===== config.mk =====
export PLATFORM = sky130hd
export DESIGN_NAME = clock_divider
export DESIGN_NICKNAME = d
export VERILOG_FILES = /design/src/rtl/clock_pkg.sv /design/src/rtl/clock_divider_channel.sv /design/src/rtl/clock_divider.sv
export SDC_FILE = /design/constraint.sdc
export NUM_CORES = 1
export LEC_CHECK = 0
export CAP_MARGIN = 20
export CORE_MARGIN = 10
export CORE_UTILIZATION = 35
export CTS_CLUSTER_DIAMETER = 40
export DETAILED_ROUTE_END_ITERATION = 7
export GPL_TIMING_DRIVEN = 1
export PLACE_DENSITY_LB_ADDON = 0.08
export SYNTH_ARGS = -nofsm -noshare
export SYNTH_HDL_FRONTEND = slang
export SYNTH_SLANG_ARGS = --single-unit

===== constraint.sdc =====
create_clock -name clk -period 9.1 [get_ports clk]
set_input_delay 2.275 -clock clk [delete_from_list [all_inputs] [get_ports clk]]
set_output_delay 2.275 -clock clk [all_outputs]
set_load 0.05 [all_outputs]

===== src/rtl/clock_pkg.sv =====
// clock_pkg: shared defaults and divisor encodings for the clock divider
package clock_pkg;
  localparam int DEF_CHANNELS  = 4;
  localparam int DEF_WIDTH     = 8;
  localparam int DEF_RESET_DIV = 2;
  localparam int DIV_HALT      = 0;
  localparam int DIV_STROBE    = 1;
endpackage


===== src/rtl/clock_divider_channel.sv =====
// clock_divider_channel: one divided-clock channel with glitch-free divisor reload
module clock_divider_channel import clock_pkg::*; #(
  parameter int counterWidth = DEF_WIDTH,
  parameter int resetDivisor = DEF_RESET_DIV
) (
  input  logic                    clk,
  input  logic                    reset,
  input  logic                    enable,
  input  logic [counterWidth-1:0] divisor,
  input  logic                    load,
  input  logic                    sync,
  output logic                    clkOut,
  output logic                    tick,
  output logic                    pending
);
  localparam logic [counterWidth-1:0] L_HALT   = counterWidth'(DIV_HALT);
  localparam logic [counterWidth-1:0] L_STROBE = counterWidth'(DIV_STROBE);
  localparam logic [counterWidth-1:0] L_RESET  = counterWidth'(resetDivisor);
  logic [counterWidth-1:0] r_cnt, r_div, r_pend, w_cnt_n, w_div_n;
  logic r_valid, r_run, r_clk, r_tick, w_idle, w_wrap, w_apply;
  // Outputs are computed from next-state values so they stay registered yet cycle-aligned with cnt.
  always_comb begin
    w_idle  = !enable || !r_run || r_div == L_HALT;
    w_wrap  = sync || r_cnt == r_div - L_STROBE;
    w_apply = r_valid && (w_idle || w_wrap);
    w_div_n = w_apply ? r_pend : r_div;
    w_cnt_n = (w_idle || w_wrap) ? '0 : r_cnt + L_STROBE;
  end
  always_ff @(posedge clk or posedge reset)
    if (reset) begin
      r_cnt   <= '0;
      r_div   <= L_RESET;
      r_pend  <= '0;
      r_valid <= 1'b0;
      r_run   <= 1'b0;
      r_clk   <= 1'b0;
      r_tick  <= 1'b0;
    end else begin
      r_cnt   <= w_cnt_n;
      r_div   <= w_div_n;
      r_pend  <= load ? divisor : r_pend;
      r_valid <= load || (r_valid && !w_apply);
      r_run   <= enable;
      r_clk   <= enable && w_div_n > L_STROBE && w_cnt_n < (w_div_n >> 1);
      r_tick  <= enable && w_div_n != L_HALT && w_cnt_n == '0;
    end
  assign clkOut  = r_clk;
  assign tick    = r_tick;
  assign pending = r_valid;
endmodule


===== src/rtl/clock_divider.sv =====
// clock_divider: array of independent divided-clock channels sharing one sync
module clock_divider import clock_pkg::*; #(
  parameter int numChannels  = DEF_CHANNELS,
  parameter int counterWidth = DEF_WIDTH,
  parameter int resetDivisor = DEF_RESET_DIV
) (
  input  logic                                clk,
  input  logic                                reset,
  input  logic [numChannels-1:0]              enable,
  input  logic [numChannels*counterWidth-1:0] divisor,
  input  logic [numChannels-1:0]              load,
  input  logic                                sync,
  output logic [numChannels-1:0]              clkOut,
  output logic [numChannels-1:0]              tick,
  output logic [numChannels-1:0]              pending
);
  genvar c;
  for (c = 0; c < numChannels; c++) begin : g_ch
    clock_divider_channel #(
      .counterWidth(counterWidth),
      .resetDivisor(resetDivisor)
    ) u_ch (
      .clk    (clk),
      .reset  (reset),
      .enable (enable[c]),
      .divisor(divisor[c*counterWidth +: counterWidth]),
      .load   (load[c]),
      .sync   (sync),
      .clkOut (clkOut[c]),
      .tick   (tick[c]),
      .pending(pending[c])
    );
  end
endmodule


==> impl_metrics.py, run 1 <==
metrics = {
    "floorplanning": {
        "die_area_sq_mm": 0.0245,
        "std_cell_rows": 49,
        "start_util_pct": 35.9,
        "fp.dieW_um": 156,
        "die_h_um": 156,
        "coreArea_sq_mm": 0.0181,
        "io_pins": 55,
    },
    "setup_path": {
        "crit_fanout": 14,
        "end_kind": "flip-flop",
        "r2r_start": "g_ch[1].u_ch.r_div[1]",
        "critical_path_class": "in -> reg",
        "cp.required_ns": 9.33,
        "max_stage_delay_ns": 0.61,
        "crit_slowest_cell": "clkdlybuf4s50_1",
        "r2r_cells": 13,
        "r2r-end": "g_ch[1].u_ch.clkOut",
        "arrival_ns": 5.54,
        "r2r_setup_slack_ns": 4.44,
        "path_cells": "clkdlybuf4s50_1, a211oi_1, o31ai_2, nand2_1, mux2i_1, ha_1, a211o_1, a221o_1, a2111oi_1",
        "setup.worst_path.start_class": "primary input",
    },
    "cts": {
        "cts_buffer_depth": 2,
        "cts_setup_buffers": 0,
        "cts_resized": 0,
        "htree_num_levels": 3,
        "cts_hold_buf": 0,
        "clock_sinks": 112,
        "cts_buffers": 9,
        "cts_tree": "built",
        "path_clk_slew_ns": 0.07,
        "cts_root_buf": "clkbuf_16",
        "clk-insertion-delay-late_ns": 0.36,
    },
    "global_routing": {
        "overflow": 0,
        "grt_max_degree": 60,
        "grt_pass1_wl_mm": 26.3,
        "grtUsageTotal_pct": 13.4,
        "first_global_vias": 4942,
        "antenna_found_initial": 0,
    },
    "synthesis": {
        "yosysWarnings": 0,
        "ys_seq_elements": 112,
        "synth_edf_count": 0,
        "syn_inst": 641,
        "synth_ff_type": "dfrtp_1",
        "seq_area_frac_synth_pct": 43.1,
        "avgSynthCellArea_sq_um": 10.2,
        "syn_area_sq_mm": 0.00652,
        "syn_nets": 715,
        "synth_cell_types": 69,
        "postSynth.asyncResetShare_pct": 100,
    },
    "layout": {
        "final_cell_mix": "dfrtp_1, nor2_1, clkdlybuf4s50_1, inv_1, mux2_2",
        "fin_cells": 905,
        "nets": 745,
        "final_common_cell": "dfrtp_1",
        "drive_above_1_share_pct": 11.7,
        "areaGrowthSynthToFinish_pct": 14.7,
        "antenna_cells": 0,
    },
    "timing": {
        "drv_slew": 0,
        "slew_headroom_pct": 45.7,
        "worstMarginPinSlew_ns": 0.810,
        "rsz0062_at_grt": "no",
        "fin_crit_ns": 5.31,
        "finClkSkew_ns": 0.00951,
        "setup_violations": 0,
        "clock.fmax_ghz": 0.188,
        "finalCritPeriodShare_pct": 58.3,
        "hold_violations": 0,
        "tns_ns": 0,
    },
    "placed_design": {
        "dp_hpwl_mm": 11.9,
        "portBuffers": 54,
        "gp_congestion": 0.852,
        "dp.cells": 889,
    },
    "worst_hold_path": {
        "min_from": "g_ch[2].u_ch.r_pend[0]",
        "min_to": "g_ch[2].u_ch.r_pend[0]",
        "hp-class": "reg -> reg",
        "hold_path_depth": 1,
    },
    "route": {
        "drtAntennaViolNets": 0,
        "drc": 0,
        "routed_wl_mm": 15.6,
        "firstDrtPassIters": 4,
        "num_vias": 4659,
        "wl_per_cell_um": 17.2,
        "drtIter0Drc": 271,
        "viasPerCell": 5.15,
    },
    "power": {
        "vdd_drop_max_uv": 83.6,
        "total_leakage_power_nw": 3.19,
        "power_density_mw_per_mm2": 175,
    },
    "job": {
        "max_cap_violations": 0,
    },
    "outcome": {
        "status": "complete, no violations",
    },
}
## cells in the mapped netlist (all sizes together) (15+ instances only)
cell / count / area (sq um)
xor2: 29 / 254
dfrtp: 108 / 2700
xnor2: 34 / 298
nor2: 58 / 220
nand3: 23 / 115
clkbuf: 15 / 56.3
inv: 47 / 176
nand2: 33 / 124
nor3: 23 / 115
buf: 22 / 149
mux2: 38 / 428
mux2i: 20 / 200
o21ai: 19 / 98.8
ha: 31 / 388
## layer usage
layer	global-route usage [%]	share of wire, %	vias up
li1	-	-	2308
met1	17.0	47	2262
met2	22.0	47	75
met3	3.18	3.8	14
met4	4.04	1.4	0
met5	0	0	-
## power breakdown
part | leakage (nW) | total [mW] | switching (mW) | internal, mW
clock network | 0.149 | 0.433 | 0.190 | 0.243
logic | 1.66 | 0.268 | 0.143 | 0.124
registers | 1.38 | 0.609 | 0.0636 | 0.545
## cells by family after synthesis
logic type	synth area share, %
fa+ha+maj	5.95
flops	43.1
compound gates	11.9
xor+xnor	8.46
simple gates	15.2
mux	9.63
buf+inv	5.85
## worst max-delay path, delay by kind of cell
| family | cells | cell delay (ns) |
|---|---|---|
| fa+ha+maj | 1 | 0.30 |
| compound gates | 5 | 1.50 |
| buf+inv | 1 | 0.61 |
| simple gates | 1 | 0.49 |
| mux | 1 | 0.35 |
## registers in the layout, summed over array words and instances, names as in the netlist
register           cells
g_ch.u_ch.tick         4
g_ch.u_ch.r_pend      32
g_ch.u_ch.clkOut       4
g_ch.u_ch.pending      4
g_ch.u_ch.r_cnt       32
g_ch.u_ch.r_run        4
g_ch.u_ch.r_div       32
## through the flow
step / instance area, sq um / util, % / hold WS [ns] / power, mW / setup WS, ns
2_1_floorplan: 6520 / - / 0.477 / 0.803 / 3.87
4_1_cts: 7480 / 41.2 / 0.525 / 1.33 / 3.84
3_3_place_gp: 7160 / 39.5 / 0.508 / 0.883 / 3.55
6_report: 7480 / 41.2 / 0.519 / 1.31 / 3.79
3_5_place_dp: 7160 / 39.5 / 0.509 / 0.887 / 3.48
5_1_grt: 7480 / 41.2 / 0.551 / 1.39 / 3.55
## worst max path at each step
stage / from / endpoint / slack, ns / cells past startpoint
floorplan: reset / g_ch[0].u_ch.clkOut / 3.87 / 1
global placement: sync / g_ch[1].u_ch.clkOut / 3.55 / 10
detailed placement: sync / g_ch[1].u_ch.clkOut / 3.48 / 10
CTS: sync / g_ch[1].u_ch.clkOut / 3.84 / 10
global route: sync / g_ch[1].u_ch.clkOut / 3.55 / 9
finish: sync / g_ch[1].u_ch.clkOut / 3.79 / 9
## final cells by class
class | count | area (sq um)
Clock buffer | 10 | 229
Clock inverter | 6 | 92.6
Inverter | 47 | 179
Timing Repair Buffer | 56 | 556
Sequential cell | 112 | 2810
Multi-Input combinational cell | 445 | 3330
Fill cell | 1777 | 10700
Tap cell | 229 | 287
Note: power is estimated with default switching activity, not from simulation.
==> run 2: changes to the inputs <==
==> constraint.sdc (replaced) <==
create_clock -name clk -period 5.41 [get_ports clk]
set_input_delay 1.3525 -clock clk [delete_from_list [all_inputs] [get_ports clk]]
set_output_delay 1.3525 -clock clk [all_outputs]
set_load 0.05 [all_outputs]
==> run 2 against run 1 <==
Compared with the run above: first-iteration DRC count is 5.9% lower; register-to-register slack worse by 3.7 ns; clock skew is 0.0032 ns lower; combinational power is 68% higher; setup slack worse by 3.1 ns; global-route usage hardly changed; non-clock buffer count is 2 higher; highest routed layer unchanged.
==> impl_metrics.py, run 2 (synthesized netlist as in run 1, its figures left out) <==
metrics = {
    "setup_path": {
        "r2r-end": "g_ch[1].u_ch.clkOut",
        "end_kind": "flip-flop",
        "cp.required_ns": 5.63,
        "r2r_cells": 14,
        "crit_fanout": 14,
        "critical_path_class": "reg -> reg",
        "setup.worst_path.start_class": "flip-flop",
        "path_cells": "inv_1, ha_1, nor3b_1, a211oi_1, a21oi_1, o21a_1, o31ai_2, nand2_1, mux2_2, inv_1, ha_1, a21o_1, a221o_1, a2111oi_1",
        "path_delay_family": "compound AO/OA/AOI/OAI gates",
        "crit_slowest_cell": "o31ai_2",
        "crit_buf_inv": 2,
        "max_stage_delay_ns": 0.71,
        "r2r_setup_slack_ns": 0.70,
        "r2r_start": "g_ch[1].u_ch.r_div[1]",
        "arrival_ns": 4.93,
    },
    "layout": {
        "top_regs": "g_ch.u_ch.r_cnt: 32 flops, g_ch.u_ch.r_div: 32 flops, g_ch.u_ch.r_pend: 32 flops",
        "final_cell_mix": "dfrtp_1, nor2_1, clkdlybuf4s50_1, inv_1, mux2_2",
        "design_area_sq_mm": 0.00748,
        "antenna_cells": 0,
        "final_common_cell": "dfrtp_1",
        "drive_above_1_share_pct": 11.9,
        "nets": 747,
        "areaGrowthSynthToFinish_pct": 14.7,
    },
    "global_routing": {
        "overflow": 0,
        "first_global_vias": 5071,
        "grt_max_degree": 69,
        "antenna_found_initial": 0,
        "grt_pass1_wl_mm": 26.4,
        "grtUsageTotal_pct": 13.3,
    },
    "timing": {
        "setup_violations": 0,
        "slew_headroom_pct": 44.7,
        "finClkSkew_ns": 0.00635,
        "worstMarginPinSlew_ns": 0.829,
        "drv_slew": 0,
        "fin_crit_ns": 4.71,
        "tns_ns": 0,
        "finalCritPeriodShare_pct": 87.1,
        "hold_violations": 0,
        "rsz0062_at_grt": "no",
        "clock.fmax_ghz": 0.212,
    },
    "floorplanning": {
        "io_pins": 55,
        "coreArea_sq_mm": 0.0181,
        "die_area_sq_mm": 0.0245,
        "die_h_um": 156,
        "std_cell_rows": 49,
        "start_util_pct": 35.9,
        "fp.dieW_um": 156,
    },
    "worst_hold_path": {
        "hp-class": "reg -> reg",
        "hold_path_depth": 2,
        "min_to": "g_ch[1].u_ch.r_div[1]",
        "min_from": "g_ch[1].u_ch.r_div[1]",
    },
    "cts": {
        "cts_tree": "built",
        "cts_resized": 0,
        "htree_num_levels": 3,
        "cts_buffers": 9,
        "path_clk_slew_ns": 0.07,
        "cts_setup_buffers": 0,
        "cts_hold_buf": 0,
        "cts_root_buf": "clkbuf_16",
        "clock_sinks": 112,
        "cts_buffer_depth": 2,
        "clk-insertion-delay-late_ns": 0.36,
    },
    "power": {
        "total_leakage_power_nw": 3.20,
        "power_density_mw_per_mm2": 290,
        "vdd_drop_max_uv": 157,
    },
    "placed_design": {
        "gp_congestion": 0.885,
        "postPlaceCellArea_sq_mm": 0.00717,
        "portBuffers": 54,
        "dp_hpwl_mm": 12.0,
    },
    "route": {
        "routed_wl_mm": 15.5,
        "firstDrtPassIters": 5,
        "num_vias": 4791,
        "wl_per_cell_um": 17.1,
        "drtIter0Drc": 255,
        "viasPerCell": 5.28,
        "drc": 0,
        "drtAntennaViolNets": 0,
    },
    "job": {
        "max_cap_violations": 0,
    },
    "outcome": {
        "status": "complete, no violations",
    },
}
run 2: cell count changes in the layout (fill, tap and decap cells not counted), sizes merged:
cell	change
inv	+1
buf	+2
clkinvlp	-2
clkinv	+2
bufinv	-1
run 2: tightest hold or removal path: stages (launching register included):
cell and delay [ns]:
dfstp_2 0.40, nand2_1 0.05, o21ai_0 0.06
run 2: where the power goes:
| group | internal [mW] | switching (mW) |
|---|---|---|
| Sequential | 0.917 | 0.105 |
| Clock | 0.367 | 0.328 |
| Combinational | 0.210 | 0.241 |
| Total | 1.49 | 0.674 |
run 2: cell type report:
class                           instances  area (sq um)
Sequential cell                       112          2810
Multi-Input combinational cell        445          3330
Fill cell                            1766         10700
Clock inverter                          6          76.3
Clock buffer                           10           229
Tap cell                              229           287
Timing Repair Buffer                   58           571
Inverter                               47           179
run 2: stage by stage:
stage | hold WS (ns) | cells | util, % | worst slack, ns | power (mW)
after floorplan | 0.477 | 641 | - | 1.11 | 1.35
after global placement | 0.501 | 891 | 39.5 | 0.829 | 1.48
after detailed placement | 0.507 | 891 | 39.5 | 0.683 | 1.49
after CTS | 0.518 | 907 | 41.2 | 0.754 | 2.20
after global routing | 0.541 | 907 | 41.2 | 0.398 | 2.30
final | 0.520 | 907 | 41.2 | 0.696 | 2.17
run 2: per-layer routing:
metal  up-vias  track usage (%)  routed length [um]
li1       2323                -                   -
met1      2343             17.1                7100
met2       110             21.8                7470
met3        15             3.32                 748
met4         0             3.78                 210
met5         -                0                   0
run 2: how the worst max path moves through the flow:
stage | endpoint | cells after the start | slack, ns | from
2_1_floorplan | g_ch[0].u_ch.clkOut | 1 | 1.11 | reset
3_3_place_gp | g_ch[1].u_ch.clkOut | 10 | 0.83 | sync
3_5_place_dp | g_ch[1].u_ch.clkOut | 10 | 0.68 | sync
4_1_cts | g_ch[1].u_ch.clkOut | 14 | 0.75 | g_ch[1].u_ch.r_div[1]
5_1_grt | g_ch[1].u_ch.clkOut | 13 | 0.40 | g_ch[1].u_ch.r_div[1]
6_report | g_ch[1].u_ch.clkOut | 14 | 0.70 | g_ch[1].u_ch.r_div[1]
